**src/rtl/food_spawner.sv**
```systemverilog
// Picks a free playfield cell for the snake food: LFSR draw, margin reject, body-occupancy query.
// Accepted cell reported as pixel coordinates with a valid pulse, or a fail pulse after MAX_TRIES draws.
module food_spawner #(
  parameter int          GRID_COLS = 64,
  parameter int          GRID_ROWS = 48,
  parameter int          CELL_PX   = 10,
  parameter int          MARGIN    = 2,
  parameter int          X_W       = 10,
  parameter int          Y_W       = 9,
  parameter logic [15:0] SEED      = 16'hACE1,
  parameter int          MAX_TRIES = 15
) (
  input  logic           VGA_clk,
  input  logic           reset,
  input  logic           req,
  output logic           busy,
  output logic           valid,
  output logic           fail,
  output logic [X_W-1:0] rand_X,
  output logic [Y_W-1:0] rand_Y,
  output logic           chk_valid,
  output logic [X_W-1:0] chk_X,
  output logic [Y_W-1:0] chk_Y,
  input  logic           chk_hit
);

  localparam int CW = $clog2(GRID_COLS);
  localparam int RW = $clog2(GRID_ROWS);
  localparam int TW = $clog2(MAX_TRIES + 1);

  localparam logic [15:0]    SEED_EFF = (SEED == 16'd0) ? 16'd1 : SEED;
  localparam logic [15:0]    TAPS     = 16'hB400;
  localparam logic [CW-1:0]  COL_MIN  = CW'(MARGIN);
  localparam logic [CW-1:0]  COL_MAX  = CW'(GRID_COLS - 1 - MARGIN);
  localparam logic [RW-1:0]  ROW_MIN  = RW'(MARGIN);
  localparam logic [RW-1:0]  ROW_MAX  = RW'(GRID_ROWS - 1 - MARGIN);
  localparam logic [X_W-1:0] PX_X     = X_W'(CELL_PX);
  localparam logic [Y_W-1:0] PX_Y     = Y_W'(CELL_PX);
  localparam logic [X_W-1:0] RST_X    = X_W'(MARGIN * CELL_PX);
  localparam logic [Y_W-1:0] RST_Y    = Y_W'(MARGIN * CELL_PX);
  localparam logic [TW-1:0]  MAX_T    = TW'(MAX_TRIES);

  typedef enum logic [1:0] {IDLE, DRAW, CHECK, WAIT} state_t;

  state_t         state_q, state_d;
  logic [15:0]    lfsr_q, lfsr_d;
  logic [TW-1:0]  tries_q, tries_d;
  logic [X_W-1:0] chk_x_q, chk_x_d, rand_x_q, rand_x_d;
  logic [Y_W-1:0] chk_y_q, chk_y_d, rand_y_q, rand_y_d;
  logic           valid_q, valid_d, fail_q, fail_d;

  logic [CW-1:0]  col;
  logic [RW-1:0]  row;
  logic [X_W-1:0] cand_x;
  logic [Y_W-1:0] cand_y;
  logic           in_range;

  always_ff @(posedge VGA_clk) begin
    if (reset) begin
      state_q  <= IDLE;
      lfsr_q   <= SEED_EFF;
      tries_q  <= '0;
      chk_x_q  <= '0;
      chk_y_q  <= '0;
      rand_x_q <= RST_X;
      rand_y_q <= RST_Y;
      valid_q  <= 1'b0;
      fail_q   <= 1'b0;
    end else begin
      state_q  <= state_d;
      lfsr_q   <= lfsr_d;
      tries_q  <= tries_d;
      chk_x_q  <= chk_x_d;
      chk_y_q  <= chk_y_d;
      rand_x_q <= rand_x_d;
      rand_y_q <= rand_y_d;
      valid_q  <= valid_d;
      fail_q   <= fail_d;
    end
  end

  // Free-running Galois LFSR and the candidate cell it currently encodes.
  always_comb begin
    lfsr_d   = {1'b0, lfsr_q[15:1]} ^ (lfsr_q[0] ? TAPS : 16'h0000);
    col      = lfsr_q[CW-1:0];
    row      = lfsr_q[8 +: RW];
    cand_x   = X_W'(col) * PX_X;
    cand_y   = Y_W'(row) * PX_Y;
    in_range = (col >= COL_MIN) && (col <= COL_MAX) && (row >= ROW_MIN) && (row <= ROW_MAX);
  end

  always_comb begin
    state_d  = state_q;
    tries_d  = tries_q;
    chk_x_d  = chk_x_q;
    chk_y_d  = chk_y_q;
    rand_x_d = rand_x_q;
    rand_y_d = rand_y_q;
    valid_d  = 1'b0;
    fail_d   = 1'b0;
    case (state_q)
      IDLE: begin
        // The result-pulse cycle does not accept a new request.
        if (req && !valid_q && !fail_q) begin
          tries_d = '0;
          state_d = DRAW;
        end
      end
      DRAW: begin
        tries_d = tries_q + TW'(1);
        if (in_range) begin
          chk_x_d = cand_x;
          chk_y_d = cand_y;
          state_d = CHECK;
        end else if ((tries_q + TW'(1)) == MAX_T) begin
          fail_d  = 1'b1;
          state_d = IDLE;
        end
      end
      CHECK: state_d = WAIT;
      WAIT: begin
        if (!chk_hit) begin
          rand_x_d = chk_x_q;
          rand_y_d = chk_y_q;
          valid_d  = 1'b1;
          state_d  = IDLE;
        end else if (tries_q == MAX_T) begin
          fail_d  = 1'b1;
          state_d = IDLE;
        end else begin
          state_d = DRAW;
        end
      end
      default: state_d = IDLE;
    endcase
  end

  always_comb begin
    busy      = (state_q != IDLE);
    chk_valid = (state_q == CHECK);
    valid     = valid_q;
    fail      = fail_q;
    rand_X    = rand_x_q;
    rand_Y    = rand_y_q;
    chk_X     = chk_x_q;
    chk_Y     = chk_y_q;
  end

endmodule

```
**config.mk**
```make
export PLATFORM = sky130hd
export DESIGN_NAME = food_spawner
export DESIGN_NICKNAME = d
export VERILOG_FILES = /design/src/rtl/food_spawner.sv
export SDC_FILE = /design/constraint.sdc
export NUM_CORES = 1
export LEC_CHECK = 0
export BUFFER_PORTS_ARGS = -buffer_cell sky130_fd_sc_hd__buf_4
export CELL_PAD_IN_SITES_DETAIL_PLACEMENT = 1
export CELL_PAD_IN_SITES_GLOBAL_PLACEMENT = 2
export CORE_ASPECT_RATIO = 0.8
export CORE_MARGIN = 2
export CORE_UTILIZATION = 35
export CTS_BUF_LIST = sky130_fd_sc_hd__clkbuf_8
export DETAILED_ROUTE_END_ITERATION = 10
export PLACE_DENSITY_LB_ADDON = 0.1
export SYNTH_ARGS = -nofsm -noshare
export SYNTH_HDL_FRONTEND = slang
export SYNTH_SLANG_ARGS = --single-unit
```
**constraint.sdc**
```tcl
create_clock -name VGA_clk -period 2.66 [get_ports VGA_clk]
set_clock_uncertainty 0.15 [all_clocks]
set_input_delay 0.532 -clock VGA_clk [delete_from_list [all_inputs] [get_ports VGA_clk]]
set_output_delay 0.532 -clock VGA_clk [all_outputs]
set_load 0.1 [all_outputs]
```
# After elaboration in Yosys (flattened, before gate mapping)

Index checks and enable logic that the tools add are counted.
W data, S select, Z words.

Register bits: 58
Input port bits: 4
Output and inout bits: 42
Word-level logic and storage cells: 56

Add/subtract/negate cells: 1
$mul: 2
$lt $le $gt $ge: 4
Equality and inequality tests: 7
Mux-type cells: 15
Bitwise logic cells: 3
Reduce and logical (&&, ||, !) cells: 15

Operator list:

| operator              | number |
|---|---|
| $mux W16              | 1 |
| $xor A15 B16 Y16      | 1 |
| $ge A6 B2 Y1 const B  | 2 |
| $le A6 B6 Y1 const B  | 2 |
| $mul A6 B3 Y9 const B | 1 |
| $eq A4 B4 Y1 const B  | 2 |
| $mul A6 B3 Y8 const B | 1 |
| $pmux W2 S4           | 1 |
| $pmux W4 S2           | 1 |
| $reduce_and A2 Y1     | 4 |
| $mux W1               | 7 |
| $mux W2               | 3 |
| $logic_and A1 B1 Y1   | 5 |
| $add A4 B1 Y4 const B | 1 |
| $eq A2 B2 Y1 const B  | 2 |
| $mux W4               | 1 |
| $reduce_bool A2 Y1    | 2 |
| $ne A3 B3 Y1 const B  | 1 |
| $eq A2 B1 Y1 const B  | 1 |
| $logic_not A1 Y1      | 2 |
| $logic_not A2 Y1      | 1 |
| $ne A2 B2 Y1 const B  | 1 |
| $not A1 Y1            | 2 |
| $pmux W1 S2           | 1 |
| $reduce_or A2 Y1      | 1 |

# Depth between registers and ports, before layout

Depth after elaboration: 6
Mapped depth: 7
Gate-level depth less buffers: 7

# Worst setup path after synthesis

No wires, ideal clock.

Path type: reg-to-output
From: register with a tool-made name
To: output chk_valid
Arrival: 1791 ps
Data required time: 1978 ps
Slack: 187 ps
Cell stages (with the launch flop): 2
Buffers on the path: 0
Path through: dfxtp_1 -> nor2b_1

RTL lines:

| what      | RTL line | RTL |
|---|---|---|
| to (decl) | 21       | `output logic chk_valid,` |

# Final worst setup path

From: register lfsr_q[11]
To: register chk_y_q[8], in the netlist chk_Y[8]

Cells in the longest elaborated chain, start to end: 4
Elaborated cells between the ends (all ways): 6
Classes of those cells: mul (1); order compare (2); reduce/logical (3)

Ends and longest elaborated chain:

| what                                                                  | RTL line | RTL |
|---|---|---|
| from (decl)                                                           | 46       | `logic [15:0] lfsr_q, lfsr_d;` |
| from (signal assigned)                                                | 71       | `lfsr_q <= lfsr_d;` |
| parallel branches: the longest is 4 deep, another holds $mul A6 B3 Y8 | -        |  |
| to (signal assigned)                                                  | 74       | `chk_y_q <= chk_y_d;` |
| to (decl)                                                             | 49       | `logic [Y_W-1:0] chk_y_q, chk_y_d, rand_y_q, rand_y_d;` |

Parallel ways; which one is timed is not known.
A chain may end at the register's enable or synchronous reset.

==> reports/metrics.yaml <==
status:
  status: "finished, final reports clean"
synthesis:
  synth_area_leader_cell: "dfxtp_1"
  mappedNetlistArea_um2: 2660
  ys_types: 46
  postSynthCellCount: 285
  synth.yosys.seq_area_share_pct: 43.7
  synthArstFlopShare_pct: 0
  synth_area_leaders: "dfxtp_1 44%, ha_1 8.5%, a21oi_1 6.0%, nand2_1 5.6%, o31ai_1 2.8%"
  ys_ff_latch: 58
  yosys_warnings: 0
  synth_edf_count: 0
  ys.flop_type: "dfxtp_1"
  syn_area_per_cell_um2: 9.33
  synth.top_cell.area_share_pct: 43.7
drt:
  highest_layer: "met4"
  met2WireLength_mm: 3.00
  route.met3.wl_um: 304
  antenna_left: 0
  viasPerCell: 5.02
  initialDrtViolationCount: 79
  vias: 2193
  wl_per_cell_um: 15.9
  first_pass_iters: 5
  routed_wl_mm: 6.95
  drc_errors: 0
  drt-met1-wl_mm: 3.55
clock_network:
  clock_tree.root_cell: "clkbuf_8"
  cts_hold_buf: 0
  clock_sinks: 58
  clk_pin_slew_ns: 0.07
  cts_resized: 0
  insertion_delay_ns: 0.35
  h-tree-depth: 3
  cts_tree: "yes"
  cts_buffers: 9
  cts_post_setup_buffers_inserted: 0
  clockBufferDepth: 2
placement:
  dpl_cell_area_um2: 3060
  port_buffers: 41
  dp_cells: 421
  routabilityCongestion: 0.774
  dp_hpwl_mm: 4.93
setup_path:
  worstPathArrival_ns: 2.34
  r2r-start: "lfsr_q[11]$_SDFF_PP1_"
  endpoint_kind: "flop"
  crit_type: "flop to flop"
  startpoint_type: "flop"
  required_ns: 2.76
  path_max_fanout: 5
  startpoint: "lfsr_q[11]$_SDFF_PP1_"
sta:
  hold_viol_final: 0
  slew_viol_final: 0
  period_minus_slack_ns: 2.24
  final.setup.tns_ns: 0
  fmax_mhz: 446
  finalCritPeriodShare_pct: 84.4
  rsz0062_at_grt: "no"
  tightest_slew_ns: 0.879
  slew_headroom_pct: 40.9
  setup_viol: 0
power:
  net-switching-power_mw: 0.843
  max-vdd-ir-drop_v: 0.000328
  internal_power_mw: 1.56
  clockPowerShare_pct: 35.0
  swShare_pct: 35.1
  pwr-share-seq_pct: 40.4
  power.leakage_nw: 1.37
  finalPower_mw: 2.40
  power_density_nw_per_um2: 736
  combPwrFrac_pct: 24.5
global_routing:
  grt_max_degree: 31
  grt_overflow: 0
  grt_pass1_vias: 2183
  track_usage_pct: 18.6
  grt_pass1_wl_mm: 11.6
  antenna_found_initial: 0
final_layout:
  diodes: 0
  layout.nets: 351
  fin_util_pct: 44.1
  fin_area_um2: 3260
  layout.cells.most_common: "dfxtp_1"
  syn2layout_area_growth_pct: 22.7
  layout.cells.non_filler: 437
  final_cell_mix: "58 x dfxtp_1, 48 x buf_4, 40 x nand2_1"
  drive_gt1_share_pct: 25.9
die:
  die_h_um: 82.0
  die-area_um2: 8320
  initial_core_util_pct: 36.0
  pin_count: 46
  die_w_um: 101
  coreArea_um2: 7390
  rows: 28
job:
  drv_cap: 0
min_path:
  min_from: "lfsr_q[7]$_SDFF_PP1_"
  hold_path.class: "flop to flop"
power groups by stage:
stage / registers (mW) / clock network, mW / logic, mW
final: 0.971 / 0.842 / 0.589
after global routing: 0.980 / 0.906 / 0.634
after CTS: 0.972 / 0.876 / 0.592
after detailed placement: 0.991 / 0 / 0.588
after global placement: 0.990 / 0 / 0.585
after floorplan: 1.16 / 0 / 0.286
path summary, 6_finish.rpt:
kind | endpoint | depth (start not counted) | slack (ns)
worst min-delay path | lfsr_q[6]$_SDFF_PP1_ | 1 | 0.26
worst max-delay path | chk_Y[8]$_SDFFE_PP0P_ | 7 | 0.42
worst min register to register | lfsr_q[6]$_SDFF_PP1_ | 1 | 0.26
worst max register to register | chk_Y[8]$_SDFFE_PP0P_ | 7 | 0.42
worst max-delay path, cell delays in order (launching register included):
cell     delay [ns]
dfxtp_1        0.41
ha_1           0.26
ha_1           0.24
fa_1           0.41
a21o_1         0.17
a21oi_1        0.17
xnor2_1        0.08
a31o_2         0.24
routing by layer:
layer | vias to the layer above | GRT usage [%]
met1 | 1053 | 24.8
li1 | 1087 | -
met4 | 0 | 7.30
met2 | 44 | 27.8
met3 | 9 | 6.13
met5 | - | 0
area by class of cell:
cell class              count  area (um2)
clock buffers              11         151
clock inverters             5        52.6
flip-flops and latches     58        1160
fillers                   892        4130
inverters                   4        15.0
repair buffers             48         360
multi-input cells         206        1390
well taps                 105         131
metrics by stage:
| step | hold WS (ns) | worst slack, ns |
|---|---|---|
| after floorplan | 0.239 | 0.187 |
| after global placement | 0.241 | 0.456 |
| after detailed placement | 0.251 | 0.427 |
| after CTS | 0.267 | 0.401 |
| after global routing | 0.293 | 0.270 |
| final | 0.263 | 0.416 |
state kept, by name, indices dropped and copies added (netlist names), named ones only:
signal   count
rand_X       9
lfsr_q      16
state_q      1
valid        1
chk_Y        8
tries_q      4
fail         1
chk_X        9
rand_Y       8
logic make-up after synthesis:
group / Yosys count / share of synthesized area (%)
AND/OR/NAND/NOR: 96 / 18.3
AO/OA/AOI/OAI: 71 / 17.4
flip-flops: 58 / 43.6
buffers and inverters: 24 / 4.47
adder cells (fa/ha/maj): 20 / 9.97
XOR/XNOR: 8 / 2.63
multiplexers: 7 / 3.43
other: 1 / 0.141
synthesized netlist by cell type (2+ instances only):
| master | count |
|---|---|
| dfxtp_1 | 58 |
| nand2_1 | 40 |
| a21oi_1 | 32 |
| ha_1 | 18 |
| clkbuf_1 | 11 |
| nor2b_1 | 11 |
| nand4_1 | 10 |
| nor2_1 | 10 |
| o31ai_1 | 10 |
| or2_2 | 8 |
| xnor2_1 | 8 |
| buf_4 | 5 |
| nand3_1 | 5 |
| a21o_1 | 4 |
| a31oi_1 | 4 |
| inv_1 | 4 |
| mux2_2 | 4 |
| a31o_2 | 3 |
| o21ai_0 | 3 |
| o311a_1 | 3 |
| a211oi_1 | 2 |
| a21boi_0 | 2 |
| buf_2 | 2 |
| fa_1 | 2 |
| nor3_1 | 2 |
| nor3b_1 | 2 |
| o21a_1 | 2 |
| or4_4 | 2 |
Power figures use the tool's default switching activity.
